## src/rtl/tx_packet_ctrl.sv

```systemverilog
// tx_packet_ctrl: payload byte FIFO plus framer that serialises preamble and payload as MSB-first dibits.
// Define TX_PKT_CRC8_EN to append a CRC-8 byte (poly 0x07, init 0x00) after the payload.
module tx_packet_ctrl #(
    parameter int         DEPTH    = 64,
    parameter logic [7:0] PREAMBLE = 8'hA5
) (
    input  logic                     clk,
    input  logic                     reset_n,
    input  logic                     len_wr_en,
    input  logic [7:0]               len_data_in,
    output logic [7:0]               len_data_out,
    input  logic                     pkt_wr_en,
    input  logic [7:0]               pkt_data_in,
    input  logic                     status_wr_en,
    input  logic [7:0]               status_data_in,
    input  logic                     status_rd_en,
    output logic [7:0]               status_data_out,
    output logic [$clog2(DEPTH):0]   fifo_level,
    output logic [1:0]               to_lvds
);

    localparam int AW = $clog2(DEPTH);
    localparam int LW = AW + 1;
    localparam logic [LW-1:0] FULL_LVL = LW'(DEPTH);
    localparam logic [8:0]    DEPTH9   = 9'(DEPTH);

    typedef enum logic [2:0] {S_IDLE, S_PRE, S_PAY, S_CRC, S_DONE} state_t;

    state_t        state_q, state_d;
    logic [1:0]    dib_q, dib_d;
    logic [1:0]    dib_nx;
    logic [8:0]    byte_cnt_q, byte_cnt_d;
    logic [7:0]    shift_q, shift_d;
    logic [1:0]    lvds_q, lvds_d;
    logic [7:0]    len_q, len_d;
    logic          done_q, over_q, under_q;
    logic [7:0]    mem_q [DEPTH];
    logic [AW-1:0] wr_ptr_q, rd_ptr_q;
    logic [LW-1:0] count_q, count_d;
    logic [7:0]    rd_data;
    logic          full, empty, push, pop, busy, start_req;
    logic          set_done, set_under, set_over, crc_clr, load_byte;
    logic          unused_status;

    function automatic logic [1:0] dibit(input logic [7:0] b, input logic [1:0] idx);
        case (idx)
            2'd0:    return b[7:6];
            2'd1:    return b[5:4];
            2'd2:    return b[3:2];
            default: return b[1:0];
        endcase
    endfunction

`ifdef TX_PKT_CRC8_EN
    logic [7:0] crc_q, crc_d;

    function automatic logic [7:0] crc8_step(input logic [7:0] crc, input logic [7:0] data);
        logic [7:0] c;
        c = crc ^ data;
        for (int i = 0; i < 8; i++) begin
            c = c[7] ? ({c[6:0], 1'b0} ^ 8'h07) : {c[6:0], 1'b0};
        end
        return c;
    endfunction

    always_comb begin
        crc_d = crc_q;
        if (crc_clr) begin
            crc_d = 8'h00;
        end else if (pop) begin
            crc_d = crc8_step(crc_q, rd_data);
        end
    end

    always_ff @(posedge clk) begin
        crc_q <= crc_d;
    end
`endif

    assign unused_status   = ^status_data_in[7:1];
    assign start_req       = status_wr_en & status_data_in[0];
    assign busy            = (state_q != S_IDLE);
    assign full            = (count_q == FULL_LVL);
    assign empty           = (count_q == '0);
    assign rd_data         = mem_q[rd_ptr_q];
    assign dib_nx          = dib_q + 2'd1;
    // A pop frees a slot in the same cycle, so a push at full still lands.
    assign push            = pkt_wr_en & (~full | pop);
    assign set_over        = pkt_wr_en & full & ~pop;
    assign len_data_out    = len_q;
    assign status_data_out = {4'b0000, under_q, over_q, done_q, busy};
    assign fifo_level      = count_q;
    assign to_lvds         = lvds_q;

    always_comb begin
        count_d = count_q;
        case ({push, pop})
            2'b10:   count_d = count_q + LW'(1);
            2'b01:   count_d = count_q - LW'(1);
            default: count_d = count_q;
        endcase
    end

    always_comb begin
        len_d = len_q;
        if (len_wr_en && !busy) begin
            len_d = ({1'b0, len_data_in} > DEPTH9) ? DEPTH9[7:0] : len_data_in;
        end
    end

    // The state register describes the dibit currently driven on to_lvds.
    always_comb begin
        state_d    = state_q;
        dib_d      = dib_q;
        byte_cnt_d = byte_cnt_q;
        shift_d    = shift_q;
        lvds_d     = 2'b00;
        pop        = 1'b0;
        set_done   = 1'b0;
        set_under  = 1'b0;
        crc_clr    = 1'b0;
        load_byte  = 1'b0;
        case (state_q)
            S_IDLE: begin
                if (start_req && len_q != 8'd0) begin
                    state_d    = S_PRE;
                    dib_d      = 2'd0;
                    shift_d    = PREAMBLE;
                    lvds_d     = dibit(PREAMBLE, 2'd0);
                    byte_cnt_d = 9'd0;
                    crc_clr    = 1'b1;
                end
            end
            S_PRE: begin
                if (dib_q != 2'd3) begin
                    dib_d  = dib_nx;
                    lvds_d = dibit(shift_q, dib_nx);
                end else begin
                    load_byte = 1'b1;
                end
            end
            S_PAY: begin
                if (dib_q != 2'd3) begin
                    dib_d  = dib_nx;
                    lvds_d = dibit(shift_q, dib_nx);
                end else if (byte_cnt_q == {1'b0, len_q}) begin
`ifdef TX_PKT_CRC8_EN
                    state_d = S_CRC;
                    dib_d   = 2'd0;
                    shift_d = crc_q;
                    lvds_d  = dibit(crc_q, 2'd0);
`else
                    state_d = S_DONE;
`endif
                end else begin
                    load_byte = 1'b1;
                end
            end
            S_CRC: begin
                if (dib_q != 2'd3) begin
                    dib_d  = dib_nx;
                    lvds_d = dibit(shift_q, dib_nx);
                end else begin
                    state_d = S_DONE;
                end
            end
            S_DONE: begin
                set_done = 1'b1;
                state_d  = S_IDLE;
            end
            default: state_d = S_IDLE;
        endcase

        // Next payload byte is due: pop it onto the line or abort on an empty FIFO.
        if (load_byte) begin
            if (empty) begin
                set_under = 1'b1;
                state_d   = S_IDLE;
            end else begin
                pop        = 1'b1;
                state_d    = S_PAY;
                dib_d      = 2'd0;
                shift_d    = rd_data;
                lvds_d     = dibit(rd_data, 2'd0);
                byte_cnt_d = byte_cnt_q + 9'd1;
            end
        end
    end

    always_ff @(posedge clk) begin
        if (push) begin
            mem_q[wr_ptr_q] <= pkt_data_in;
        end
        shift_q <= shift_d;
    end

    always_ff @(posedge clk or negedge reset_n) begin
        if (!reset_n) begin
            state_q    <= S_IDLE;
            dib_q      <= 2'd0;
            byte_cnt_q <= 9'd0;
            lvds_q     <= 2'b00;
            len_q      <= 8'd0;
            done_q     <= 1'b0;
            over_q     <= 1'b0;
            under_q    <= 1'b0;
            wr_ptr_q   <= '0;
            rd_ptr_q   <= '0;
            count_q    <= '0;
        end else begin
            state_q    <= state_d;
            dib_q      <= dib_d;
            byte_cnt_q <= byte_cnt_d;
            lvds_q     <= lvds_d;
            len_q      <= len_d;
            // Sticky flags: a set in the read cycle beats the clear.
            done_q     <= set_done  | (done_q  & ~status_rd_en);
            over_q     <= set_over  | (over_q  & ~status_rd_en);
            under_q    <= set_under | (under_q & ~status_rd_en);
            count_q    <= count_d;
            if (push) begin
                wr_ptr_q <= wr_ptr_q + AW'(1);
            end
            if (pop) begin
                rd_ptr_q <= rd_ptr_q + AW'(1);
            end
        end
    end

endmodule

```

## config.mk

```make
export PLATFORM = sky130hd
export DESIGN_NAME = tx_packet_ctrl
export DESIGN_NICKNAME = d
export VERILOG_FILES = /design/src/rtl/tx_packet_ctrl.sv
export SDC_FILE = /design/constraint.sdc
export NUM_CORES = 1
export LEC_CHECK = 0
export CAP_MARGIN = 20
export CORE_ASPECT_RATIO = 1.2
export CORE_UTILIZATION = 47
export DETAILED_ROUTE_END_ITERATION = 16
export PLACE_DENSITY_LB_ADDON = 0.25
export SYNTH_ARGS = -nofsm -noshare
export SYNTH_HDL_FRONTEND = slang
export SYNTH_SLANG_ARGS = --single-unit
```

## constraint.sdc

```tcl
create_clock -name clk -period 4.75 [get_ports clk]
set_clock_uncertainty 0.05 [all_clocks]
set_input_delay 0.475 -clock clk [delete_from_list [all_inputs] [get_ports clk]]
set_output_delay 0.475 -clock clk [all_outputs]
set_load 0.03 [all_outputs]
```

==> out/qor.yml, run 1 <==
powerDensity_mw_per_mm2: 550
start_kind: "flop"
viasPerCell: 5.93
fillers: 3801
pin_count: 55
ir_worst_vdd_mv: 0.311
seqPwrFrac_pct: 44.4
htreeDepth: 2
start_util_pct: 47.6
fin_crit_ns: 3.53
leakage_nw: 8.33
synth_top_flop_cell: "edfxtp_1"
maxCapViolCount: 0
dieHeight_um: 244
crit_required_ns: 4.94
slew_violations: 0
holdWs_ns: 0.214
fin_crit_sh_pct: 74.3
wirelength_mm: 53.5
postSynth.asyncResetShare_pct: 8.16
yosysWarnings: 0
clock_path_buffers: 3
io_buffers: 43
crit_start: "state_q[0]"
ys_seq_area_share_pct: 72.8
place_congestion: 0.922
path_clk_slew_ns: 0.07
wl_per_cell_um: 26.6
worstSkewPairLatency_ns: 0.62
syn_inst: 1264
dr.pass1.iters: 5
cts-root-buf: "clkbuf_16"
r2r_start: "state_q[0]"
crit_type: "reg2reg"
p_clk_share_pct: 29.2
finalSetupViolCount: 0
cp_data_arrival_time_ns: 3.72
final_common_cell: "edfxtp_1"
overflow: 0
grt_start_max_net_pins: 65
antenna_cells: 0
worst_pin_slew_ns: 0.878
die_x_um: 203
setup-tns-final_ns: 0
internal-power_w: 0.00968
cp-end-kind: "flop"
cts_buffers: 55
maxSlewHeadroom_pct: 41.4
synth-edff-count: 512
final_area_sq_mm: 0.0257
syn_area_sq_mm: 0.0229
dr_total_vias: 11930
grt_use_total_pct: 22.2
syn_area_per_cell_sq_um: 18.1
antenna_found_initial: 1
rsz0062_at_grt: "false"
ys_ff_latch: 564
status: "completed"
grt_pass1_vias: 12181
die-area_sq_mm: 0.0495
swShare_pct: 31.6
path_max_fanout: 11
clock_sinks: 564
drt_iter0_drc: 1225
placed_area_sq_mm: 0.0240
core_area_sq_mm: 0.0480
num_rows: 88
cts_tree: "built"
final_layout_size_suffix_gt1_share_pct: 20.5
hold_path.class: "in2async"
power.switching_w: 0.00448
power.share.combinational_pct: 26.4
nets: 1374
yosys.cell_types.count: 75
drcViolationCount: 0
drtAntennaViolNets: 0
grt_pass1_wl_mm: 79.9
area_delta_synth_final_pct: 12.6
fmax_mhz: 283
finalHoldViolations: 0
final_cell_mix: "edfxtp_1, mux4_2, mux2i_1, nor2_1, clkbuf_16"
dp_hpwl_mm: 33.4
[power by group through the flow]
stage	Clock, W	Combinational, W	Sequential [W]
final	0.00414	0.00374	0.00628
after global routing	0.00438	0.00397	0.00633
after CTS	0.00420	0.00376	0.00628
after detailed placement	0	0.00375	0.00639
after global placement	0	0.00373	0.00637
after floorplan	0	0.00278	0.00609
[cells by family after synthesis]
logic type      Yosys count  synth area share, %
buf+inv                  94                 2.30
mux                     191                 14.1
fa+ha+maj                 4                0.219
xor+xnor                 25                0.958
other cells               1               0.0164
flops                   564                 72.8
compound gates          126                 3.75
simple gates            259                 5.79
[Yosys cell counts (7+ instances only)]
cell      instances  area share [%]
mux2i_1          83             3.6
dfrtp_1          46             5.0
nand4_1          12            0.33
o21ai_0          24            0.53
edfxtp_1        512              67
nand3_1          35            0.77
nor2_2            8            0.22
nor2_1           81             1.3
buf_1             7            0.11
nor2b_1           8            0.22
a22oi_1          14            0.46
mux4_2          105              10
xor2_1            8            0.31
nand2_1          49            0.80
and2_1            7            0.19
buf_6             8            0.39
o22ai_1          16            0.44
a21oi_1          23            0.50
clkbuf_1         20            0.33
buf_2            25            0.55
nor3_1           14            0.31
xnor2_1          17            0.65
inv_1            10            0.16
buf_4            21            0.69
[state kept, by name, indices dropped and copies added, names as in the netlist]
signal,cells
byte_cnt_q,9
dib_q,2
done_q,1
fifo_level,7
len_data_out,8
mem_q,512
over_q,1
rd_ptr_q,6
shift_q,6
state_q,3
to_lvds,2
under_q,1
wr_ptr_q,6
[per-stage QoR]
step | cells | power, W | setup WS [ns] | util, %
after floorplan | 1267 | 0.00887 | 1.50 | -
after global placement | 1910 | 0.0101 | 1.35 | 50.0
after detailed placement | 1910 | 0.0101 | 1.29 | 50.0
after CTS | 2009 | 0.0142 | 1.27 | 53.5
after global routing | 2012 | 0.0147 | 1.03 | 53.6
final | 2012 | 0.0142 | 1.22 | 53.6
[final timing paths]
check | slack, ns | cells after the start | end
min in group clk | 0.22 | 1 | mem_q[23][5]
min | 0.21 | 2 | fifo_level[5]
max in group asynchronous | 3.93 | 3 | rd_ptr_q[1]
min reg2reg | 0.44 | 1 | byte_cnt_q[8]
max reg2reg | 1.22 | 6 | mem_q[35][1]
max | 1.22 | 6 | mem_q[35][1]
[routing by layer]
| layer | track usage, % | vias up | wire length, um |
|---|---|---|---|
| met3 | 4.00 | 110 | 3550 |
| met4 | 8.89 | 2 | 2070 |
| li1 | - | 5207 | - |
| met2 | 36.4 | 445 | 26500 |
| met5 | 0 | - | 13 |
| met1 | 29.4 | 6166 | 21300 |
[area by class of cell]
class / instances / area (sq um) / share of cell area, %
Inverter: 11 / 41.3 / 0.160
Tap cell: 630 / 788 / 3.06
Timing Repair Buffer: 99 / 871 / 3.38
Clock inverter: 35 / 260 / 1.01
Multi-Input combinational cell: 609 / 5690 / 22.1
Clock buffer: 64 / 1430 / 5.56
Sequential cell: 564 / 16700 / 64.7
[critical path: stages (launching register included)]
cell,delay (ns)
dfrtp_1,0.47
inv_2,0.08
or4_4,0.54
nand3_2,0.12
a21o_1,0.33
nand3b_1,0.68
nor2_1,0.89
[what timing repair did]
action                                 4_1_cts  5_1_grt
endpoints found under the hold margin        0        8
hold buffers                                 0        1
gates resized for setup                      0        0
buffers inserted                             0        0
Power figures use the tool's default switching activity.
==> run 2: changes to the inputs <==
==> constraint.sdc (replaced) <==
create_clock -name clk -period 3.7 [get_ports clk]
set_clock_uncertainty 0.05 [all_clocks]
set_input_delay 0.37 -clock clk [delete_from_list [all_inputs] [get_ports clk]]
set_output_delay 0.37 -clock clk [all_outputs]
set_load 0.03 [all_outputs]
==> run 2 against run 1 <==
  * Routed wire length increased by 1.7%
  * Global-route usage rose by 0.28 points
  * Register-to-register slack worse by 0.71 ns
  * Setup slack got worse by 0.71 ns
  * Cell count rose by 1.1%
  * Clock power is 26% higher
  * Via count is 1.4% higher
  * Critical path type unchanged
  * Highest routed layer is now met4
==> out/qor.yml, run 2 (synthesis gave the netlist of run 1 again) <==
status: "completed"
crit_start: "byte_cnt_q[2]"
die_x_um: 203  # unchanged
path_clk_slew_ns: 0.07  # about the same
fillers: 3822  # +0.55%
rsz0062_at_grt: "false"
finalSetupViolCount: 0  # unchanged
cp-endpoint: "fifo_level[4]"
rr_worst_depth: 11  # +5
num_rows: 88  # unchanged
dieHeight_um: 244  # unchanged
holdWs_ns: 0.0961  # -0.118 ns
placed_area_sq_mm: 0.0242  # +0.76%
overflow: 0  # unchanged
drt_iter0_drc: 1079  # -12%
maxCapViolCount: 0  # unchanged
ff2ff_setup_slack_ns: 0.51  # -0.71 ns
grt_start_max_net_pins: 65  # unchanged
crit_type: "reg2reg"
fin_crit_sh_pct: 86.3  # +12 points
worstSkewPairLatency_ns: 0.60  # -0.02 ns
htreeDepth: 2  # unchanged
maxSlewHeadroom_pct: 37.7  # -3.8 points
largest_reg_flops: 512  # unchanged
final_area_sq_mm: 0.0259  # +0.54%
power_w: 0.0183  # +29%
cts_buffers: 55  # unchanged
r2r_start: "byte_cnt_q[2]"
powerDensity_mw_per_mm2: 706  # +28%
setup-tns-final_ns: 0  # unchanged
drtAntennaViolNets: 0  # unchanged
worst_pin_slew_ns: 0.935  # +0.0564 ns
fmax_mhz: 313  # +11%
wirelength_mm: 54.4  # +1.7%
slew_violations: 0  # unchanged
antenna_found_initial: 0  # -1
path_max_fanout: 6  # -5
grt_pass1_wl_mm: 80.5  # +0.74%
final_cell_mix: "edfxtp_1, mux4_2, mux2i_1, nor2_1, buf_4"
die-area_sq_mm: 0.0495  # unchanged
core_area_sq_mm: 0.0480  # unchanged
fin_crit_ns: 3.19  # -0.338 ns
area_delta_synth_final_pct: 13.2
clock_sinks: 564  # unchanged
dp_hpwl_mm: 35.5  # +6.3%
grt_use_total_pct: 22.5  # +0.28 points
start_kind: "flop"
hold_path.class: "in2reg"
ir_worst_vdd_mv: 0.359  # +16%
clock_path_buffers: 3  # unchanged
viasPerCell: 5.94  # +0.26%
drcViolationCount: 0  # unchanged
regMostFlops: "mem_q"
post_cts_resized: 0  # unchanged
timing.rr.end: "fifo_level[4]"
final_common_cell: "edfxtp_1"
leakage_nw: 8.43  # +1.2%
crit_required_ns: 4.12  # -0.82 ns
cp_data_arrival_time_ns: 3.61  # -0.11 ns
cts-root-buf: "clkbuf_16"
wl_per_cell_um: 26.7  # +0.59%
dr_total_vias: 12092  # +1.4%
place_congestion: 0.942  # +2.1%
dr.pass1.iters: 5  # unchanged
antenna_cells: 0  # unchanged
cp-end-kind: "flop"
grt_pass1_vias: 12233  # +0.43%
finalHoldViolations: 0  # unchanged
start_util_pct: 47.6  # unchanged
pin_count: 55  # unchanged
final_core_util_pct: 53.9  # +0.29 points
cts_tree: "built"
final_layout_size_suffix_gt1_share_pct: 21.5  # +1.0 points
nets: 1395  # +1.5%
io_buffers: 43  # unchanged
[run 2: changes by cell type in the layout (fill, tap and decap cells not counted), sizes merged]
cell / change
inv: +3
clkinvlp: -1
bufinv: -1
buf: +21
[run 2: stage by stage]
| stage | std cells | setup slack, ns |
|---|---|---|
| 2_1_floorplan | 1267 | 0.452 |
| 3_3_place_gp | 1931 | 0.570 |
| 3_5_place_dp | 1931 | 0.545 |
| 4_1_cts | 2032 | 0.505 |
| 5_1_grt | 2034 | 0.234 |
| 6_report | 2034 | 0.507 |
[run 2: layer usage]
layer | GRT usage (%) | part of all wire (%) | vias up
li1 | - | - | 5256
met1 | 28.7 | 38 | 6264
met2 | 38.6 | 51 | 459
met3 | 3.32 | 6.3 | 113
met4 | 9.16 | 4.1 | 0
met5 | 0 | 0 | -
[run 2: what timing repair did]
item / in CTS / in global routing
hold buffers: 1 / 0
hold endpoints to repair: 34 / 0
setup buffers: 0 / 0
[run 2: area by class of cell]
type | count | area [sq um] | area share [%]
well taps | 630 | 788 | 3.05
clock inverters | 36 | 239 | 0.923
flip-flops and latches | 564 | 16700 | 64.4
inverters | 11 | 41.3 | 0.160
repair buffers | 120 | 1050 | 4.07
clock buffers | 64 | 1410 | 5.45
multi-input cells | 609 | 5690 | 22.0
[run 2: where the power goes]
group / internal (W) / switching (W) / leakage [nW]
Sequential: 0.00737 / 0.000639 / 5.24
Clock: 0.00286 / 0.00235 / 0.810
Combinational: 0.00217 / 0.00288 / 2.38
[run 2: critical path, stage by stage (launching register included)]
cell and delay, ns:
dfrtp_1 0.45, xor2_1 0.17, nor4_1 0.52, a21bo_2 0.29, and2_4 0.16, nor2_1 0.04, xor2_1 0.15, ha_1 0.21
or3_1 0.34, a2111oi_0 0.42, a41oi_1 0.10, xnor2_1 0.16
[run 2: worst min-delay path by stage]
| stage | start | to | slack [ns] | depth (start not counted) |
|---|---|---|---|---|
| floorplan | reset_n | byte_cnt_q[0] | 0.02 | 0 |
| global placement | byte_cnt_q[8] | byte_cnt_q[8] | 0.42 | 1 |
| detailed placement | shift_q[1] | shift_q[1] | 0.43 | 2 |
| CTS | pkt_data_in[0] | mem_q[55][0] | 0.28 | 1 |
| global route | pkt_data_in[3] | mem_q[25][3] | 0.08 | 1 |
| finish | pkt_data_in[3] | mem_q[26][3] | 0.1 | 1 |
